<file path="config.mk">
export PLATFORM = sky130hd
export DESIGN_NAME = mc_control_fsm
export DESIGN_NICKNAME = d
export VERILOG_FILES = /design/src/rtl/mc_ctrl_pkg.sv /design/src/rtl/op_class_decode.sv /design/src/rtl/mc_control_fsm.sv
export SDC_FILE = /design/constraint.sdc
export NUM_CORES = 1
export LEC_CHECK = 0
export CORE_UTILIZATION = 45
export CTS_CLUSTER_SIZE = 40
export DETAILED_ROUTE_END_ITERATION = 8
export PLACE_DENSITY = 0.76
export SYNTH_ARGS = -nofsm -noshare
export SYNTH_HDL_FRONTEND = slang
export SYNTH_HIERARCHICAL = 1
export SYNTH_SLANG_ARGS = --single-unit
</file>
<file path="constraint.sdc">
create_clock -name clk -period 2 [get_ports clk]
set_input_delay 0.4 -clock clk [delete_from_list [all_inputs] [get_ports clk]]
set_output_delay 0.4 -clock clk [all_outputs]
set_load 0.05 [all_outputs]
</file>
<file path="src/rtl/mc_ctrl_pkg.sv">
// +----------------------------------------------------------------------+
// | mc_ctrl_pkg                                                          |
// | State, opcode and datapath-select encodings for the RV32I sequencer. |
// | Revision: 1.0                                                        |
// +----------------------------------------------------------------------+
`default_nettype none

package mc_ctrl_pkg;

  typedef enum logic [3:0] {
    S_FETCH    = 4'd0,
    S_DECODE   = 4'd1,
    S_MEMADR   = 4'd2,
    S_MEMREAD  = 4'd3,
    S_MEMWB    = 4'd4,
    S_MEMWRITE = 4'd5,
    S_EXECR    = 4'd6,
    S_EXECI    = 4'd7,
    S_LUI      = 4'd8,
    S_ALUWB    = 4'd9,
    S_BRANCH   = 4'd10,
    S_JALR     = 4'd11,
    S_JAL      = 4'd12
  } state_t;

  typedef enum logic [2:0] {
    CL_LOAD   = 3'd0,
    CL_STORE  = 3'd1,
    CL_ALUR   = 3'd2,
    CL_ALUI   = 3'd3,
    CL_LUI    = 3'd4,
    CL_BRANCH = 3'd5,
    CL_JAL    = 3'd6,
    CL_JALR   = 3'd7
  } op_class_t;

  localparam logic [6:0] OP_LOAD   = 7'b0000011;
  localparam logic [6:0] OP_STORE  = 7'b0100011;
  localparam logic [6:0] OP_ALUI   = 7'b0010011;
  localparam logic [6:0] OP_ALUR   = 7'b0110011;
  localparam logic [6:0] OP_LUI    = 7'b0110111;
  localparam logic [6:0] OP_BRANCH = 7'b1100011;
  localparam logic [6:0] OP_JAL    = 7'b1101111;
  localparam logic [6:0] OP_JALR   = 7'b1100111;

  localparam logic [1:0] MEMOP_NONE  = 2'b00;
  localparam logic [1:0] MEMOP_READ  = 2'b01;
  localparam logic [1:0] MEMOP_WRITE = 2'b10;

  localparam logic [1:0] RES_ALUOUT = 2'b00;
  localparam logic [1:0] RES_RDATA  = 2'b01;
  localparam logic [1:0] RES_ALURES = 2'b10;

  localparam logic [1:0] SRCA_PC    = 2'b00;
  localparam logic [1:0] SRCA_OLDPC = 2'b01;
  localparam logic [1:0] SRCA_RS1   = 2'b10;

  localparam logic [1:0] SRCB_RS2   = 2'b00;
  localparam logic [1:0] SRCB_IMM   = 2'b01;
  localparam logic [1:0] SRCB_FOUR  = 2'b10;

  localparam logic [1:0] ALUOP_ADD    = 2'b00;
  localparam logic [1:0] ALUOP_BRANCH = 2'b01;
  localparam logic [1:0] ALUOP_FUNCT  = 2'b10;
  localparam logic [1:0] ALUOP_LUI    = 2'b11;

  localparam logic [2:0] IMM_I = 3'b000;
  localparam logic [2:0] IMM_S = 3'b001;
  localparam logic [2:0] IMM_B = 3'b010;
  localparam logic [2:0] IMM_J = 3'b011;
  localparam logic [2:0] IMM_U = 3'b100;

endpackage

`default_nettype wire

</file>
<file path="src/rtl/op_class_decode.sv">
// +----------------------------------------------------------------------+
// | op_class_decode                                                      |
// | Maps the 7-bit opcode to an instruction class plus a legal flag.     |
// | Revision: 1.0                                                        |
// +----------------------------------------------------------------------+
`default_nettype none

module op_class_decode
  import mc_ctrl_pkg::*;
(
  input  logic [6:0] i_op,
  output op_class_t  o_class,
  output logic       o_legal
);

  always_comb begin
    o_class = CL_ALUR;
    o_legal = 1'b1;
    case (i_op)
      OP_LOAD:   o_class = CL_LOAD;
      OP_STORE:  o_class = CL_STORE;
      OP_ALUR:   o_class = CL_ALUR;
      OP_ALUI:   o_class = CL_ALUI;
      OP_LUI:    o_class = CL_LUI;
      OP_BRANCH: o_class = CL_BRANCH;
      OP_JAL:    o_class = CL_JAL;
      OP_JALR:   o_class = CL_JALR;
      default:   o_legal = 1'b0;
    endcase
  end

endmodule

`default_nettype wire

</file>
<file path="src/rtl/mc_control_fsm.sv">
// +----------------------------------------------------------------------+
// | mc_control_fsm                                                       |
// | Multicycle RV32I control sequencer: state register + output decode. |
// | Revision: 1.0                                                        |
// +----------------------------------------------------------------------+
`default_nettype none

module mc_control_fsm
  import mc_ctrl_pkg::*;
(
  input  logic       clk,
  input  logic       rst,
  input  logic [6:0] op,
  input  logic       Zero,
  input  logic       MemReady,
  output logic       PCWrite,
  output logic       AdrSrc,
  output logic [1:0] MemOp,
  output logic       IRWrite,
  output logic       RegWrite,
  output logic [1:0] ResultSrc,
  output logic [1:0] ALUSrcA,
  output logic [1:0] ALUSrcB,
  output logic [1:0] ALUOp,
  output logic [2:0] ImmSrc,
  output logic       IllegalOp
);

  state_t    r_state;
  state_t    w_next;
  op_class_t w_class;
  logic      w_legal;

  op_class_decode u_op_class_decode (
    .i_op    (op),
    .o_class (w_class),
    .o_legal (w_legal)
  );

  always_ff @(posedge clk) begin
    if (rst) r_state <= S_FETCH;
    else     r_state <= w_next;
  end

  always_comb begin
    w_next    = r_state;
    PCWrite   = 1'b0;
    AdrSrc    = 1'b0;
    MemOp     = MEMOP_NONE;
    IRWrite   = 1'b0;
    RegWrite  = 1'b0;
    ResultSrc = RES_ALUOUT;
    ALUSrcA   = SRCA_PC;
    ALUSrcB   = SRCB_RS2;
    ALUOp     = ALUOP_ADD;
    ImmSrc    = IMM_I;
    IllegalOp = 1'b0;
    // Reset masks every output, including an in-flight memory request.
    if (!rst) begin
      case (r_state)
        S_FETCH: begin
          MemOp     = MEMOP_READ;
          ALUSrcB   = SRCB_FOUR;
          ResultSrc = RES_ALURES;
          IRWrite   = MemReady;
          PCWrite   = MemReady;
          if (MemReady) w_next = S_DECODE;
        end
        S_DECODE: begin
          ALUSrcA = SRCA_OLDPC;
          ALUSrcB = SRCB_IMM;
          if (w_legal && w_class == CL_BRANCH) ImmSrc = IMM_B;
          else if (w_legal && w_class == CL_JAL) ImmSrc = IMM_J;
          if (!w_legal) begin
            IllegalOp = 1'b1;
            w_next    = S_FETCH;
          end else begin
            case (w_class)
              CL_LOAD, CL_STORE: w_next = S_MEMADR;
              CL_ALUR:           w_next = S_EXECR;
              CL_ALUI:           w_next = S_EXECI;
              CL_LUI:            w_next = S_LUI;
              CL_BRANCH:         w_next = S_BRANCH;
              CL_JAL:            w_next = S_JAL;
              default:           w_next = S_JALR;
            endcase
          end
        end
        S_MEMADR: begin
          ALUSrcA = SRCA_RS1;
          ALUSrcB = SRCB_IMM;
          ImmSrc  = (w_class == CL_STORE) ? IMM_S : IMM_I;
          w_next  = (w_class == CL_STORE) ? S_MEMWRITE : S_MEMREAD;
        end
        S_MEMREAD: begin
          AdrSrc = 1'b1;
          MemOp  = MEMOP_READ;
          if (MemReady) w_next = S_MEMWB;
        end
        S_MEMWB: begin
          ResultSrc = RES_RDATA;
          RegWrite  = 1'b1;
          w_next    = S_FETCH;
        end
        S_MEMWRITE: begin
          AdrSrc = 1'b1;
          MemOp  = MEMOP_WRITE;
          if (MemReady) w_next = S_FETCH;
        end
        S_EXECR: begin
          ALUSrcA = SRCA_RS1;
          ALUOp   = ALUOP_FUNCT;
          w_next  = S_ALUWB;
        end
        S_EXECI: begin
          ALUSrcA = SRCA_RS1;
          ALUSrcB = SRCB_IMM;
          ALUOp   = ALUOP_FUNCT;
          w_next  = S_ALUWB;
        end
        S_LUI: begin
          ALUSrcB = SRCB_IMM;
          ALUOp   = ALUOP_LUI;
          ImmSrc  = IMM_U;
          w_next  = S_ALUWB;
        end
        S_ALUWB: begin
          RegWrite = 1'b1;
          w_next   = S_FETCH;
        end
        S_BRANCH: begin
          ALUSrcA = SRCA_RS1;
          ALUOp   = ALUOP_BRANCH;
          PCWrite = Zero;
          w_next  = S_FETCH;
        end
        S_JALR: begin
          ALUSrcA = SRCA_RS1;
          ALUSrcB = SRCB_IMM;
          w_next  = S_JAL;
        end
        S_JAL: begin
          // PC takes the target held in ALUOut while the ALU forms OldPC+4.
          ALUSrcA = SRCA_OLDPC;
          ALUSrcB = SRCB_FOUR;
          PCWrite = 1'b1;
          w_next  = S_ALUWB;
        end
        default: w_next = S_FETCH;
      endcase
    end
  end

endmodule

`default_nettype wire
</file>
==> results.ini, run 1 <==
[placed_design]
portBuffers = 28
gp_congestion = 0.818
pre_cts_slack_ns = -0.648
placed_area_um2 = 1540
hpwl_um = 2330

[synth]
synthTopCellsByArea = dfxtp_1, nand2_1, a21oi_1
syn-cell-area_um2 = 827
synth_fp_nets = 133
yosysTopAreaCellShare_pct = 9.68
synth-seq-area-share_pct = 9.68
synth_top_cell_by_area = dfxtp_1
synthCells = 122
synth_seq_cells = 4
ys_types = 44
yosysWarnings = 6
syn_avg_cell_area_um2 = 6.78

[cts]
cts_resized = 59
clock_sinks = 4
root_buffer = clkbuf_4
numCtsBuffers = 3
htree_levels = 1
cts_setup_buffers = 3
clockBufferDepth = 2
ctsHoldBuffers = 0

[status]
tool.error = [ERROR DPL-0033] detailed placement checks failed during check placement.
haltStage = clock tree synthesis
outcome = aborted with a tool error

[floorplanning]
ios = 29
num_rows = 15
initial_core_util_pct = 47.9
die_w_um = 44.9
die_height_um = 44.9

-- synth_stat cells, drive strengths merged --
master   instances
and4bb           1
a311oi           1
buf              7
o221a            1
xor2             2
nand2b           1
a2111oi          3
or2              2
a21oi            9
a221oi           1
nand3            6
o211ai           2
clkinv           1
a21o             1
nor3b            2
a31oi            2
o211a            1
nor4             5
a211oi           3
nand2           13
nor3             4
and3             4
dfxtp            4
and4             1
nand4            1
inv              4
and2             2
xnor2            4
a22oi            1
nor4b            2
o21ai            8
and2b            1
o22ai            1
clkbuf           3
nor2            11
nor2b            7
-- cell families after synthesis --
group | after synthesis | synth area share, %
flops | 4 | 9.68
compound gates | 34 | 29.0
buf+inv | 15 | 10.4
simple gates | 63 | 44.5
xor+xnor | 6 | 6.35
-- per-stage QoR --
| stage | instances | utilization, % | TNS, ns |
|---|---|---|---|
| after global placement | 192 | 89.1 | -2.76 |
| after detailed placement | 192 | 89.1 | -3.47 |
| after floorplan | 122 | - | -1.66 |
==> inputs of run 2 (changes only) <==
--- a/config.mk
+++ b/config.mk
@@ -5,10 +5,10 @@
 export SDC_FILE = /design/constraint.sdc
 export NUM_CORES = 1
 export LEC_CHECK = 0
-export CORE_UTILIZATION = 45
-export CTS_CLUSTER_SIZE = 40
+export CORE_AREA = 2 2 63 65
 export DETAILED_ROUTE_END_ITERATION = 8
-export PLACE_DENSITY = 0.76
+export DIE_AREA = 0 0 65 67
+export PLACE_DENSITY_LB_ADDON = 0.15
 export SYNTH_ARGS = -nofsm -noshare
 export SYNTH_HDL_FRONTEND = slang
 export SYNTH_HIERARCHICAL = 1
==> run 2 against run 1 <==
  * The flow now finishes, with violations (negative setup slack)
  * Synthesized area did not move
  * Synthesized cell count did not move
==> results.ini, run 2 <==
[flow_run]
drv_cap = 0

[worst_setup_path]
slowest_delay_ns = 0.21
cp-end-kind = output pin
crit_path_start_kind = input port
crit_path_frequent_cell = nand3_1
required_ns = 1.60
cp_max_fo = 5
critical_path.cell_chain = buf_2, buf_4, nand3_1, a21oi_2, o21ai_2, nor3b_2, nand3_1, a21oi_4, buf_12
crit_type = input port to output pin
critPathArrivalTime_ns = 1.70
crit_slowest_cell = nor3b_2

[placed_design]
gp_congestion = 0.769
pre_cts_slack_ns = -0.703
dpl.cell_count = 222
hpwl_um = 2260
portBuffers = 28
placed_area_um2 = 1620

[finish]
final_cells = 231
largest_reg_flops = 4
antenna_cells = 0
syn_to_final_growth_pct = 118
largest-register = r_state
top_regs = r_state x4
seq_area_um2 = 90.1
nets = 196
nFillCells = 340
final_cell_mix = buf_4, buf_12, nand2_1
final_common_cell = buf_4
layout-drive-gt1-share_pct = 57.4
fin_util_pct = 50.0
final_area_um2 = 1800
multi_input_area_um2 = 835

[global_route]
grt_start_max_net_pins = 14
first_global_vias = 1055
grt_usage_pct = 13.2
grt_pass1_wl_um = 4660
antenna_found_initial = 0
overflow = 0

[drt]
ant_nets = 0
drc = 0
routed_wl_um = 2950
drtIter0Drc = 83
num_vias = 1138
viasPerCell = 4.93
first_pass_iters = 4
wl_per_cell_um = 12.8

[cts]
root_buffer = clkbuf_8
htree_levels = 1
clockBufferDepth = 2
ctsHoldBuffers = 0
worstSkewPairLatency_ns = 0.22
cts_tree = built
numCtsBuffers = 3
clock_sinks = 4
clk_pin_slew_worst_paths_ns = 0.03

[sta]
min_period_over_period_pct = 105
slew_violations = 0
worstMarginPinSlew_ns = 0.366
fin_crit_ns = 2.10
whs_ns = 0.649
fin_worst_skew_ns = 0.00107
setup_ws_ns = -0.102
rsz0062_at_grt = yes
max_freq_mhz = 476
finalSetupViolCount = 2
slew_headroom_pct = 75.4
hold_violations = 0

[floorplanning]
die_area_um2 = 4360
num_rows = 22
die_w_um = 65
die_height_um = 67
core_um2 = 3610
initial_core_util_pct = 22.9
ios = 29

[synth]
synth_seq_cells = 4
synthTopCellsByCount = nand2_1, nor2_1, a21oi_1, nand3_1, nor2b_1
yosysTopAreaCellShare_pct = 9.68
yosysMostFrequentCell = nand2_1
yosys_most_used_dff = dfxtp_1
syn-cell-area_um2 = 827
syn_avg_cell_area_um2 = 6.78
synth-seq-area-share_pct = 9.68
synthTopCellsByArea = dfxtp_1, nand2_1, a21oi_1
synth_top_cell_by_area = dfxtp_1
synth_fp_nets = 133
synthArstFlopShare_pct = 0
yosysWarnings = 6
ys_types = 44
synth_edf_count = 0
synthCells = 122

[worst_hold_path]
hp-class = flop to flop

[status]
failed_checks = negative setup slack
outcome = finished, violations left

[pwr]
ir_worst_vdd_uv = 218
p_per_area_nw_per_um2 = 294
p_leak_nw = 0.742

## run 2: what timing repair did
item,4_1_cts,5_1_grt
gates cloned,1,0
setup endpoints to repair,17,7
buffers inserted,3,2
resized for setup,51,10
pin swaps,13,6
## run 2: final timing paths
| check | start | end | slack (ns) | cells after the start |
|---|---|---|---|---|
| worst min-delay path | r_state[2]$_SDFFE_PP0P_ | r_state[1]$_SDFFE_PP0P_ | 0.65 | 3 |
| worst max-delay path | op[2] | ImmSrc[0] | -0.10 | 9 |
| worst max register to register | r_state[0]$_SDFFE_PP0P_ | r_state[2]$_SDFFE_PP0P_ | 0.45 | 5 |
| worst min register to register | r_state[2]$_SDFFE_PP0P_ | r_state[1]$_SDFFE_PP0P_ | 0.65 | 3 |
## run 2: per-layer routing
| layer | wire (um) | GRT usage (%) |
|---|---|---|
| met4 | 34 | 3.99 |
| met1 | 1350 | 17.5 |
| met3 | 99 | 1.18 |
| met5 | 0 | 0 |
| met2 | 1460 | 22.7 |
## run 2: power by group
part           total [mW]  internal [mW]  switching [mW]
clock               0.171          0.128          0.0423
sequential         0.0863         0.0805         0.00585
combinational       0.273          0.134           0.139
total               0.530          0.343           0.187
## run 2: cell type report
type | instances | area share (%)
Timing Repair Buffer | 68 | 42.0
Clock buffer | 3 | 2.29
Sequential cell | 4 | 5.00
Tap cell | 48 | 3.33
Multi-Input combinational cell | 103 | 46.3
Inverter | 5 | 1.11
## run 2: cells by family (layout without fill, tap and decap cells)
group                  Yosys count  count (layout)  synth area share (%)
buffers and inverters           15              76                  10.4
XOR/XNOR                         6               6                  6.35
flip-flops                       4               4                  9.68
AO/OA/AOI/OAI                   34              34                  29.0
AND/OR/NAND/NOR                 63              63                  44.5
## run 2: through the flow
step                      setup TNS [ns]  total power, mW
after CTS                         -0.327            0.524
after global routing              -0.318            0.553
after detailed placement           -3.49            0.339
after global placement             -2.87            0.338
after floorplan                    -1.66            0.213
final                             -0.126            0.530
## run 2: worst max-delay path, delay by kind of cell
family,cells,cell delay [ns]
AOI/OAI and AO/OA,3,0.42
buffers and inverters,3,0.45
and+or+nand+nor,3,0.44
Note: power is estimated with default switching activity, not from simulation.
